--- src/rtl/uart_msg_assembler.sv ---
// Packs a UART byte stream MSB-first into a NUM_BYTES message and hands it on with valid/ready.
// Adds an inter-byte timeout for resync and a sticky overflow flag for bytes dropped while holding.
module uart_msg_assembler #(
  parameter int                     NUM_BYTES      = 76,
  parameter int                     TIMEOUT_CYCLES = 1000000,
  parameter logic [NUM_BYTES*8-1:0] INIT_VALUE     = '0
) (
  input  logic                             clk,
  input  logic                             rst_n,
  input  logic                             byte_valid,
  input  logic [7:0]                       byte_in,
  input  logic                             msg_ready,
  input  logic                             overflow_clr,
  output logic [NUM_BYTES*8-1:0]           data_out,
  output logic                             msg_valid,
  output logic [$clog2(NUM_BYTES+1)-1:0]   byte_count,
  output logic                             frame_timeout,
  output logic                             overflow
);

  localparam int CW = $clog2(NUM_BYTES + 1);
  localparam int TW = (TIMEOUT_CYCLES > 0) ? $clog2(TIMEOUT_CYCLES + 1) : 1;
  localparam logic [CW-1:0] LAST_IDX   = CW'(NUM_BYTES - 1);
  localparam logic [CW-1:0] FULL_COUNT = CW'(NUM_BYTES);
  // The timer never holds TIMEOUT_CYCLES itself: the expiring increment is replaced by the resync.
  localparam logic [TW-1:0] TIMER_LAST = TW'(TIMEOUT_CYCLES - 1);

  typedef enum logic {
    COLLECT = 1'b0,
    HOLD    = 1'b1
  } state_t;

  state_t        state;
  logic [TW-1:0] timer;

  always_ff @(posedge clk or negedge rst_n) begin
    if (!rst_n) begin
      state         <= COLLECT;
      data_out      <= INIT_VALUE;
      msg_valid     <= 1'b0;
      byte_count    <= '0;
      frame_timeout <= 1'b0;
      overflow      <= 1'b0;
      timer         <= '0;
    end else begin
      frame_timeout <= 1'b0;
      // Clear first so a coincident overflow event below takes precedence.
      if (overflow_clr) overflow <= 1'b0;

      case (state)
        COLLECT: begin
          if (byte_valid) begin
            for (int unsigned k = 0; k < NUM_BYTES; k++) begin
              if (byte_count == CW'(k)) data_out[(NUM_BYTES-1-k)*8 +: 8] <= byte_in;
            end
            timer <= '0;
            if (byte_count == LAST_IDX) begin
              state      <= HOLD;
              msg_valid  <= 1'b1;
              byte_count <= FULL_COUNT;
            end else begin
              byte_count <= byte_count + CW'(1);
            end
          end else if (TIMEOUT_CYCLES > 0 && byte_count != '0) begin
            if (timer == TIMER_LAST) begin
              timer         <= '0;
              byte_count    <= '0;
              frame_timeout <= 1'b1;
            end else begin
              timer <= timer + TW'(1);
            end
          end else begin
            timer <= '0;
          end
        end

        HOLD: begin
          timer <= '0;
          if (msg_ready) begin
            state     <= COLLECT;
            msg_valid <= 1'b0;
            if (byte_valid) begin
              data_out[NUM_BYTES*8-1 -: 8] <= byte_in;
              byte_count                   <= CW'(1);
            end else begin
              byte_count <= '0;
            end
          end else if (byte_valid) begin
            overflow <= 1'b1;
          end
        end

        default: state <= COLLECT;
      endcase
    end
  end

endmodule

--- config.mk ---
export PLATFORM = sky130hd
export DESIGN_NAME = uart_msg_assembler
export DESIGN_NICKNAME = d
export VERILOG_FILES = /design/src/rtl/uart_msg_assembler.sv
export SDC_FILE = /design/constraint.sdc
export NUM_CORES = 1
export LEC_CHECK = 0
export BUFFER_PORTS_ARGS = -buffer_cell sky130_fd_sc_hd__buf_4
export CAP_MARGIN = 0
export CORE_AREA = 2 2 246 248
export DETAILED_ROUTE_END_ITERATION = 12
export DIE_AREA = 0 0 248 250
export GPL_TIMING_DRIVEN = 0
export PLACE_DENSITY = 0.66
export SLEW_MARGIN = 25
export SYNTH_ARGS = -nofsm -noshare
export SYNTH_HDL_FRONTEND = slang
export SYNTH_SLANG_ARGS = --single-unit
--- constraint.sdc ---
create_clock -name clk -period 5.98 [get_ports clk]
set_input_delay 0.598 -clock clk [delete_from_list [all_inputs] [get_ports clk]]
set_output_delay 0.598 -clock clk [all_outputs]
set_load 0.005 [all_outputs]
==> results.py <==
metrics = {
    "run_status": {
        "outcome": "finished, final reports clean",
    },
    "grt": {
        "grt_usage_pct": 25.4,
        "antenna_found_initial": 3,
        "globalRouteOverflowTotal": 0,
        "grt_pass1_wl_um": 115000,
        "grt_max_degree": 97,
        "grt_pass1_vias": 16800,
    },
    "drt": {
        "wl_per_cell_um": 25.3,
        "first_pass_iters": 4,
        "routed_wl_um": 78900,
        "drtIter0Drc": 696,
        "drtAntennaViolNets": 0,
        "vias_per_cell": 5.16,
        "drc": 0,
        "vias": 16100,
    },
    "critical_path": {
        "cp-end-kind": "register",
        "endpoint": "data_out[145]$_DFFE_PN0P_",
        "crit_type": "register to register",
        "r2r_start": "byte_count[1]$_DFFE_PN0P_",
        "worst-path-stages": 6,
        "startpoint_type": "register",
        "timing.rr.end": "data_out[145]$_DFFE_PN0P_",
        "critical_path.top_delay_family": "simple AND/OR/NAND/NOR gates",
        "regToRegSetupSlack_ns": 3.45,
        "ff2ff_path_depth": 6,
        "cp.arrival_ns": 3.00,
        "critPathMaxFanout": 8,
        "slowest_delay_ns": 0.60,
        "cp_num_buf_inv": 1,
        "critPathRequiredTime_ns": 6.46,
        "cp_slowest_cell": "nor2_2",
        "crit_start": "byte_count[1]$_DFFE_PN0P_",
        "path_cells": "inv_1 > ha_1 > and3b_1 > nand2_1 > nor2_2 > mux2_2",
    },
    "timing": {
        "rsz0062_at_grt": "false",
        "postLayoutSetupSlackWorst_ns": 3.45,
        "setup_viol_count_final": 0,
        "slew_headroom_pct": 30.2,
        "drv_slew": 0,
        "skew_ns": 0.0290,
        "fmax_mhz": 396,
        "tightest_slew_ns": 1.05,
        "setup_tns_ns": 0,
        "finalHoldViolations": 0,
        "final.min_clock_period_ns": 2.53,
        "post-route-period-util_pct": 42.3,
    },
    "synthesis": {
        "synth.avg_cell_area_um2": 15.7,
        "synth_nets": 1605,
        "async_reset_ff_share_pct": 100,
        "synth_cell_types": 53,
        "yosysWarnings": 0,
        "synth_area_um2": 24900,
        "synth.area.top_cells": "dfrtp_1, mux2_2, clkbuf_1, nand2_2, nor2_2",
        "synth_seq_area_share_pct": 64.2,
        "synth_top_area_share_pct": 64.2,
        "synth_cells": 1587,
        "synthFlopType": "dfrtp_1",
        "yosys.area.top_type": "dfrtp_1",
        "synth-seq-cells": 639,
        "synth_edf_count": 0,
    },
    "clock_network": {
        "cts_buffers": 69,
        "clkSinkCount": 639,
        "holdBufCountCts": 1,
        "insertion_delay_ns": 0.60,
        "cts_setup_buffers": 0,
        "post_cts_resized": 0,
        "cts-root-buf": "clkbuf_16",
        "clockBufferDepth": 3,
        "cts_max_level": 3,
        "path_clk_slew_ns": 0.06,
        "cts_tree": "done",
    },
    "power_and_ir_drop": {
        "ir_worst_vdd_mv": 0.231,
        "powerDensity_nw_per_um2": 407,
        "pwr-share-comb_pct": 25.5,
        "leakage_nw": 17.1,
        "switching_power_mw": 3.76,
        "sw_frac_of_total_pct": 28.0,
        "power.total_mw": 13.4,
        "pwr-share-seq_pct": 43.3,
        "clock_power_share_pct": 31.3,
        "cellInternalPower_mw": 9.68,
    },
    "floorplanning": {
        "die_area_um2": 62000,
        "rows": 90,
        "die_width_um": 248,
        "start_util_pct": 41.8,
        "die_h_um": 250,
        "core_um2": 59600,
        "ios": 631,
    },
    "worst_hold_path": {
        "hold_class": "input pin to register",
    },
    "cells_and_area": {
        "drive_gt1_share_pct": 62.2,
        "area_growth_pct": 32.5,
        "nets": 2306,
        "nFillCells": 4864,
    },
    "placed_design": {
        "place.detailed.hpwl_um": 58000,
        "routabilityCongestion": 0.830,
        "portBuffers": 622,
        "place_ws_ns": 3.40,
    },
    "flow_run": {
        "max_cap_violations": 0,
    },
}
-- power by group through the flow --
stage | registers [mW] | logic [mW] | clock network (mW)
6_report | 5.81 | 3.42 | 4.20
5_1_grt | 5.93 | 3.64 | 4.47
4_1_cts | 5.81 | 3.47 | 4.29
3_5_place_dp | 5.87 | 3.46 | 0
3_3_place_gp | 5.82 | 3.41 | 0
2_1_floorplan | 5.86 | 1.20 | 0
-- stage by stage --
stage               utilization, %  std cells  hold slack (ns)  instance area (um2)
detailed placement            51.6       2998            0.450                30700
global route                  55.4       3119            0.184                33000
floorplan                        -       1587            0.302                24900
global placement              51.3       2991            0.439                30500
finish                        55.4       3120            0.197                33000
CTS                           55.4       3118            0.158                33000
-- synthesized netlist by cell type, drive strengths merged, types with 2 or more instances --
cell type / number
and4bb: 2
nand4: 8
xnor2: 2
a41oi: 2
or3: 8
xor2: 8
and3: 7
nand2: 52
nor2: 61
o31ai: 3
nor2b: 2
dfrtp: 639
and2: 6
nor3: 2
nor4: 2
mux2: 608
clkbuf: 66
or3b: 2
a21oi: 14
o21ai: 15
inv: 7
and4: 4
ha: 5
nand3: 17
and3b: 2
buf: 29
-- layout make-up --
class                   count  area [um2]  area share (%)
diodes                      2        5.00          0.0152
plain buffers              95         459            1.39
clock buffers             101        2020            6.12
clock inverters            18         213           0.645
inverters                   7        26.3          0.0796
multi-input cells         846        8420            25.5
flip-flops and latches    639       16000            48.5
well taps                 782         978            2.97
repair buffers            630        4880            14.8
-- cells by family (layout without fill, tap and decap cells) --
group | after synthesis | in the layout | synth area share (%)
flip-flops | 639 | 639 | 64.2
AO/OA/AOI/OAI | 41 | 41 | 0.990
multiplexers | 609 | 609 | 27.5
other | 0 | 2 | 0
buffers and inverters | 102 | 851 | 1.94
XOR/XNOR | 10 | 10 | 0.352
AND/OR/NAND/NOR | 181 | 181 | 4.69
adder cells (fa/ha/maj) | 5 | 5 | 0.251
-- sequential cells by signal, summed over array words and instances, names as in the netlist --
signal         cells
msg_valid          1
state              1
timer             20
frame_timeout      1
byte_count         7
overflow           1
data_out         608
-- per-layer routing --
| metal | part of all wire (%) | track usage [%] | wire length (um) |
|---|---|---|---|
| met5 | 0 | 0 | 0 |
| met4 | 2.8 | 8.71 | 2230 |
| met3 | 8.5 | 8.07 | 6690 |
| met2 | 49 | 41.8 | 38700 |
| met1 | 40 | 31.4 | 31300 |
-- layout by cell type (no fill, tap or decap), types with 3 or more instances in the layout --
cell         n
dfrtp_1    639
nand3_2      4
nor2_2      30
ha_1         5
and4_1       4
buf_16       7
clkbuf_8    15
a21oi_1     14
inv_1        7
bufinv_16    3
buf_4      631
buf_2       13
nor2_1      21
nand2_2     30
clkbuf_2     3
mux2_2     605
nand3_4      3
nand2_1     22
o21ai_0     15
clkinv_2     8
and2_1       6
clkinv_8     3
mux2_1       3
clkbuf_1    79
and3_1       7
buf_6        6
clkbuf_16   70
nand4_1      7
or3_1        7
nor2_4      10
nand3_1     10
xor2_1       8
-- how the worst min path moves through the flow --
| stage | start | end | slack [ns] | cells past startpoint |
|---|---|---|---|---|
| 3_5_place_dp | timer[0]$_DFF_PN0_ | timer[0]$_DFF_PN0_ | 0.45 | 1 |
| 5_1_grt | overflow_clr | overflow$_DFF_PN0_ | 0.18 | 2 |
| 3_3_place_gp | timer[0]$_DFF_PN0_ | timer[0]$_DFF_PN0_ | 0.44 | 1 |
| 4_1_cts | overflow_clr | overflow$_DFF_PN0_ | 0.16 | 2 |
| 6_report | overflow_clr | overflow$_DFF_PN0_ | 0.20 | 2 |
| 2_1_floorplan | rst_n | byte_count[0]$_DFFE_PN0P_ | 0.30 | 0 |
No activity file was read; power rests on OpenSTA's default activity.
